**src/rtl/dmem_port_arbiter.sv**
```systemverilog
// Round-robin arbiter sharing one single-port data memory between the CPU
// load/store path (port 0) and the NIC/DMA side (port 1), with a bounded lock.
module dmem_port_arbiter #(
  parameter int DATA_W   = 64,
  parameter int ADDR_W   = 32,
  parameter int LOCK_MAX = 8
) (
  input  logic              clk,
  input  logic              reset,
  input  logic              p0_req,
  input  logic              p0_wr,
  input  logic              p0_lock,
  input  logic [ADDR_W-1:0] p0_addr,
  input  logic [DATA_W-1:0] p0_wdata,
  input  logic              p1_req,
  input  logic              p1_wr,
  input  logic              p1_lock,
  input  logic [ADDR_W-1:0] p1_addr,
  input  logic [DATA_W-1:0] p1_wdata,
  output logic              p0_gnt,
  output logic              p1_gnt,
  output logic              p0_rvalid,
  output logic              p1_rvalid,
  output logic [DATA_W-1:0] p0_rdata,
  output logic [DATA_W-1:0] p1_rdata,
  output logic              mem_en,
  output logic              mem_wr_en,
  output logic [ADDR_W-1:0] mem_addr,
  output logic [DATA_W-1:0] mem_wdata,
  input  logic [DATA_W-1:0] mem_rdata
);
  // Handshake: a port holds req/wr/addr/wdata stable until it sees gnt in the
  // same cycle; read data comes back on that port's rvalid one cycle later.
  localparam logic [8:0] LOCK_LIMIT = 9'(LOCK_MAX);

  logic       last_gnt_q, last_gnt_d;
  logic       lock_owner_valid_q, lock_owner_valid_d;
  logic       lock_owner_q, lock_owner_d;
  logic [7:0] lock_cnt_q, lock_cnt_d;
  logic       rd_pend_q, rd_pend_d;
  logic       rd_port_q, rd_port_d;

  logic       gnt_any, gnt_port, gnt_wr, gnt_lock;
  logic       other_req, owner_req, lock_hold;
  logic [7:0] cnt_base;
  logic [8:0] cnt_next;

  always_comb begin
    lock_hold = lock_owner_valid_q && ({1'b0, lock_cnt_q} < LOCK_LIMIT);
    gnt_any   = !reset && (p0_req || p1_req);
    if (p0_req && p1_req) gnt_port = lock_hold ? lock_owner_q : ~last_gnt_q;
    else                  gnt_port = p1_req;
    gnt_wr    = gnt_port ? p1_wr   : p0_wr;
    gnt_lock  = gnt_port ? p1_lock : p0_lock;
    other_req = gnt_port ? p0_req  : p1_req;
    owner_req = lock_owner_q ? p1_req : p0_req;
  end

  assign p0_gnt    = gnt_any && !gnt_port;
  assign p1_gnt    = gnt_any &&  gnt_port;
  assign mem_en    = gnt_any;
  assign mem_wr_en = gnt_any && gnt_wr;
  assign mem_addr  = gnt_any ? (gnt_port ? p1_addr  : p0_addr)  : '0;
  assign mem_wdata = gnt_any ? (gnt_port ? p1_wdata : p0_wdata) : '0;

  assign p0_rvalid = rd_pend_q && !rd_port_q;
  assign p1_rvalid = rd_pend_q &&  rd_port_q;
  assign p0_rdata  = p0_rvalid ? mem_rdata : '0;
  assign p1_rdata  = p1_rvalid ? mem_rdata : '0;

  always_comb begin
    last_gnt_d         = last_gnt_q;
    lock_owner_valid_d = lock_owner_valid_q;
    lock_owner_d       = lock_owner_q;
    lock_cnt_d         = lock_cnt_q;
    cnt_base           = '0;
    cnt_next           = '0;

    if (gnt_any) last_gnt_d = gnt_port;

    if (lock_owner_valid_q && !owner_req) begin
      lock_owner_valid_d = 1'b0;
      lock_cnt_d         = '0;
    end

    if (gnt_any) begin
      if (gnt_lock) begin
        // The grant that establishes a lock already counts against the budget.
        cnt_base = (lock_owner_valid_q && (lock_owner_q == gnt_port)) ? lock_cnt_q : 8'd0;
        cnt_next = {1'b0, cnt_base} + 9'd1;
        lock_owner_d       = gnt_port;
        lock_owner_valid_d = 1'b1;
        lock_cnt_d         = cnt_base;
        if (other_req) begin
          if (cnt_next >= LOCK_LIMIT) begin
            lock_owner_valid_d = 1'b0;
            lock_cnt_d         = '0;
          end else begin
            lock_cnt_d = cnt_next[7:0];
          end
        end
      end else if (lock_owner_valid_q && (lock_owner_q == gnt_port)) begin
        lock_owner_valid_d = 1'b0;
        lock_cnt_d         = '0;
      end
    end

    rd_pend_d = gnt_any && !gnt_wr;
    rd_port_d = gnt_any ? gnt_port : rd_port_q;
  end

  always_ff @(posedge clk or posedge reset) begin
    if (reset) begin
      last_gnt_q         <= 1'b1;
      lock_owner_valid_q <= 1'b0;
      lock_owner_q       <= 1'b0;
      lock_cnt_q         <= '0;
      rd_pend_q          <= 1'b0;
      rd_port_q          <= 1'b0;
    end else begin
      last_gnt_q         <= last_gnt_d;
      lock_owner_valid_q <= lock_owner_valid_d;
      lock_owner_q       <= lock_owner_d;
      lock_cnt_q         <= lock_cnt_d;
      rd_pend_q          <= rd_pend_d;
      rd_port_q          <= rd_port_d;
    end
  end
endmodule

```
**config.mk**
```make
export PLATFORM = sky130hd
export DESIGN_NAME = dmem_port_arbiter
export DESIGN_NICKNAME = d
export VERILOG_FILES = /design/src/rtl/dmem_port_arbiter.sv
export SDC_FILE = /design/constraint.sdc
export NUM_CORES = 1
export LEC_CHECK = 0
export ABC_CLOCK_PERIOD_IN_PS = 2800
export BUFFER_PORTS_ARGS = -buffer_cell sky130_fd_sc_hd__clkbuf_2
export CAP_MARGIN = 20
export CORE_AREA = 4 4 191 193
export CTS_CLUSTER_SIZE = 30
export DETAILED_ROUTE_END_ITERATION = 10
export DIE_AREA = 0 0 195 197
export SLEW_MARGIN = 5
export SYNTH_ARGS = -nofsm -noshare
export SYNTH_HDL_FRONTEND = slang
export SYNTH_SLANG_ARGS = --single-unit
export TNS_END_PERCENT = 100
```
**constraint.sdc**
```tcl
create_clock -name clk -period 2.8 [get_ports clk]
set_input_delay 0.56 -clock clk [delete_from_list [all_inputs] [get_ports clk]]
set_output_delay 0.56 -clock clk [all_outputs]
set_load 0.005 [all_outputs]
```
# --- Word-level counts from Yosys, hierarchy flattened ---
# Cells that the tools add are included.
op_classes:
  n_addsub: 1
  n_lt_le_gt_ge: 2
  n_eq_ne: 1
  n_mux: 25
  bitwise_logic: 1
  reduce_logical: 18
op_table:
  columns: ["operator", "count"]
  rows:
  - ["$mux 64", 4]
  - ["$mux 32", 2]
  - ["$mux 8", 7]
  - ["$mux 1", 12]
  - ["$logic_and 1x1->1", 11]
  - ["$add 8x1->9 const B", 1]
  - ["$ge 9x4->1 const B", 1]
  - ["$lt 8x4->1 const B", 1]
  - ["$logic_not 1->1", 5]
  - ["$reduce_and 2->1", 1]
  - ["$eq 1x1->1", 1]
  - ["$logic_or 1x1->1", 1]
  - ["$not 1->1", 1]
totals:
  register_bits: 13
  out_inout_bits: 230
  wordCells: 54

# --- Longest topological paths before layout ---
logic_depth:
  depth_word: 13
  mapped_depth: 8
  mapped_depth_nobuf: 6

# --- Least setup slack after synthesis ---
# Ideal clock, no wire load.
synth_path:
  path_type: "input-to-output"
  start: "in reset"
  end: "out mem_wdata[24]"
  arrival_time_ns: 2.097
  t_required_ns: 2.240
  slack_ns: 0.143
  cell_stages: 6
  path_buffers: 2
  cell_sequence: "inv_1 -> o21ai_0 -> nor3_2 -> buf_2 -> buf_2 -> a22o_1"
synth_via:
  elab_chain_cells: 3
synth_lines:
  columns: ["item", "line_no", "source"]
  rows:
  - ["start: declaration", "9", "input logic reset,"]
  - ["$logic_not 1->1 (no line)", null, null]
  - ["$logic_and 1x1->1", "50", "gnt_any = !reset && (p0_req || p1_req);"]
  - ["$mux 64", "64", "assign mem_wdata = gnt_any ? (gnt_port ? p1_wdata : p0_wdata) : '0;"]
  - ["end: declaration", "29", "output logic [DATA_W-1:0] mem_wdata,"]
# No other way between the ends.

# --- Worst setup path in the final report ---
layout_path:
  start: "in p1_req"
  end: "out mem_wdata[51]"
layout_via:
  elab_chain_cells: 4
  word_cells_on_any_way: 6
  classes_between: "3 x mux; 3 x reduce/logical"
layout_lines:
  columns: ["item", "line_no", "source"]
  rows:
  - ["start: declaration", "15", "input logic p1_req,"]
  - ["$logic_and 1x1->1", "51", "if (p0_req && p1_req) gnt_port = lock_hold ? lock_owner_q : ~last_gnt_q;"]
  - ["$mux 1", "51", null]
  - ["$mux 64", "64", null]
  - ["$mux 64 (*)", "64", null]
# Every way passes the cells marked *; elsewhere a longest branch is shown, timed or not.

==> results.tsv <==
metric	value	unit
dp_hpwl	21400	µm
drt-initial-drc-count	216	
holdWs	0.353	ns
grt_pass1_vias	4909	
synth_flop_cell	dfrtp_1	
syn_to_final_growth	128	%
internal-power	1.23	mW
crit_arrival	2.20	ns
powerDensity	349	nW/µm²
p_clk_frac	0.127	
crit_required	2.24	ns
tns	0	ns
synth_area	2680	µm²
comb_power_share	0.743	
drc	0	
start_kind	input port	
dieArea	38400	µm²
ys_seq_area_frac	0.122	
max-slew-margin-rel	0.658	
p_sw	0.910	mW
avgViaCountPerCell	3.94	
rsz0062_at_grt	true	
maxCapViolCount	0	
rows	68	
status	completed	
syn_nets	628	
wirelength	24800	µm
avgRoutedWirePerCell	18.8	µm
ant_nets	0	
synth.area.top_cells	a22o_1 31%, and2_1 16%, and3_1 15%, dfrtp_1 11%, clkbuf_1 4.1%	
routed-via-count	5193	
worstPathMaxFanout	29	
total_power	2.14	mW
io_buffer_count	493	
antenna_found_initial	13	
die_h	197	µm
n_fill_cell	3936	
place_congestion	1.02	
grtUsageTotal	0.110	
hold_viol	0	
async_flop_share	1.00	
cts_tree	yes	
r2r_start	lock_cnt_q[6]	
grt-ovfl-total	0	
min_path_type	in -> async	
layout_setup_ws	0.0426	ns
swShare	0.426	
vdd_drop_max	228	µV
grt_pass1_wl	32300	µm
insertion_delay	0.25	ns
min_period_over_period	0.985	
synth_cell_types	46	
first_pass_iters	5	
synth-edff-count	0	
period_needed	2.76	ns
ys.warnings.count	0	
cts.sinks	13	
seqPwrFrac	0.131	
cts_htree_levels	1	
avgSynthCellArea	7.36	µm²
grt_max_degree	66	
yosys.area.top_type_share	0.314	
ys_ff_latch	13	
cts_buffers	3	
pin_count	494	
nets	1121	
clkTransAtPathRegs	0.05	ns
setup_viol_count_final	0	
cp-startpoint	p1_req	
initial_core_util	0.0775	
core	34500	µm²
fin_cells	1318	
worstMarginPinSlew	0.513	ns
clock.fmax	363	MHz
placed_cells	1295	
yosysTopAreaCell	a22o_1	
pre_cts_ws	0.0767	ns
die_width	195	µm
fin_skew	0.00822	ns
end_kind	primary output	
leakage	3.70	nW
cts.path.max_buffers	2	
drive_above_1_share	0.645	
slew_viol_final	0	
holdBufCountCts	0	
syn_inst	364	
cts-root-buf	clkbuf_16	
critPathKind	in -> out	
[repair_timing]
action                                  CTS  global route
gates resized for setup                   3             8
buffers inserted                          4             4
pin swaps                                 2             4
endpoints found under the setup margin   49            87
gates cloned                              1             3
[state kept, by name (all words and copies together) (netlist names)]
| name | count |
|---|---|
| lock_owner_valid_q | 1 |
| rd_pend_q | 1 |
| last_gnt_q | 1 |
| rd_port_q | 1 |
| lock_cnt_q | 8 |
| lock_owner_q | 1 |
[per-layer routing]
layer | up-vias | global-route usage | share of wire
li1 | 2369 | - | -
met1 | 2376 | 0.133 | 0.39
met2 | 404 | 0.187 | 0.47
met3 | 34 | 0.0366 | 0.11
met4 | 10 | 0.0341 | 0.026
met5 | - | 0 | 0.0025
[logic make-up after synthesis]
kind of cell,after synthesis,share of synthesized area
and+or+nand+nor,180,0.411
AOI/OAI and AO/OA,122,0.387
buffers and inverters,47,0.0729
DFF,13,0.122
muxes,2,0.00794
[cells in the final DEF, fill, tap and decap left out, drive strengths merged, types with 6 or more instances in the layout]
cell    count
nor2        8
clkbuf    500
dfrtp      12
a22o       96
and2       68
and3       65
nor2b       6
nor3        7
nand2      10
buf        34
diode       7
[worst max-delay path, cell delays in order]
cell      delay [ns]
clkbuf_2        0.17
a21boi_4        0.23
a21boi_2        0.22
buf_4           0.14
nor3_4          0.04
buf_12          0.12
buf_12          0.14
buf_16          0.16
a22o_1          0.26
clkbuf_2        0.12
[synth_stat cells (3+ instances only)]
library cell  number
dfrtp_1           12
buf_2              6
nand2b_1           3
buf_1              6
a21o_1             3
nand2_1           10
nor3_1             5
o21ai_0            4
nor2_1             7
and3_1            65
nand3_1            4
nor2b_1            6
and2_1            68
a22o_1            96
clkbuf_1          29
inv_1              4
a21oi_1            3
[through the flow]
stage                      util  area [µm²]
after global placement    0.168        5800
after CTS                 0.172        5950
after global routing      0.177        6110
after floorplan               -        2680
after detailed placement  0.168        5800
final                     0.177        6120
[power by group through the flow]
stage | clock network, mW | logic [mW] | registers [mW]
6_report | 0.271 | 1.59 | 0.279
5_1_grt | 0.285 | 1.71 | 0.285
4_1_cts | 0.279 | 1.51 | 0.276
3_5_place_dp | 0 | 1.45 | 0.279
3_3_place_gp | 0 | 1.44 | 0.278
2_1_floorplan | 0 | 0.707 | 0.237
[worst paths after layout]
path / endpoint / slack (ns) / cells after the start
worst max-delay path: mem_wdata[51] / 0.04 / 10
worst max register to register: lock_cnt_q[0] / 0.61 / 7
max in group asynchronous: last_gnt_q / 2.22 / 3
min in group clk: last_gnt_q / 0.55 / 1
worst min register to register: last_gnt_q / 0.55 / 1
worst min-delay path: lock_owner_valid_q / 0.35 / 3
[cell type report]
cell class	instances	area, µm²	share of cell area
multi-input combinational	304	2200	0.359
tap	455	569	0.0930
inverter	4	15.0	0.00245
clock buffer	4	78.8	0.0129
timing repair buffer	531	2910	0.475
antenna	7	17.5	0.00286
sequential	13	332	0.0542
No activity file was read; power rests on OpenSTA's default activity.
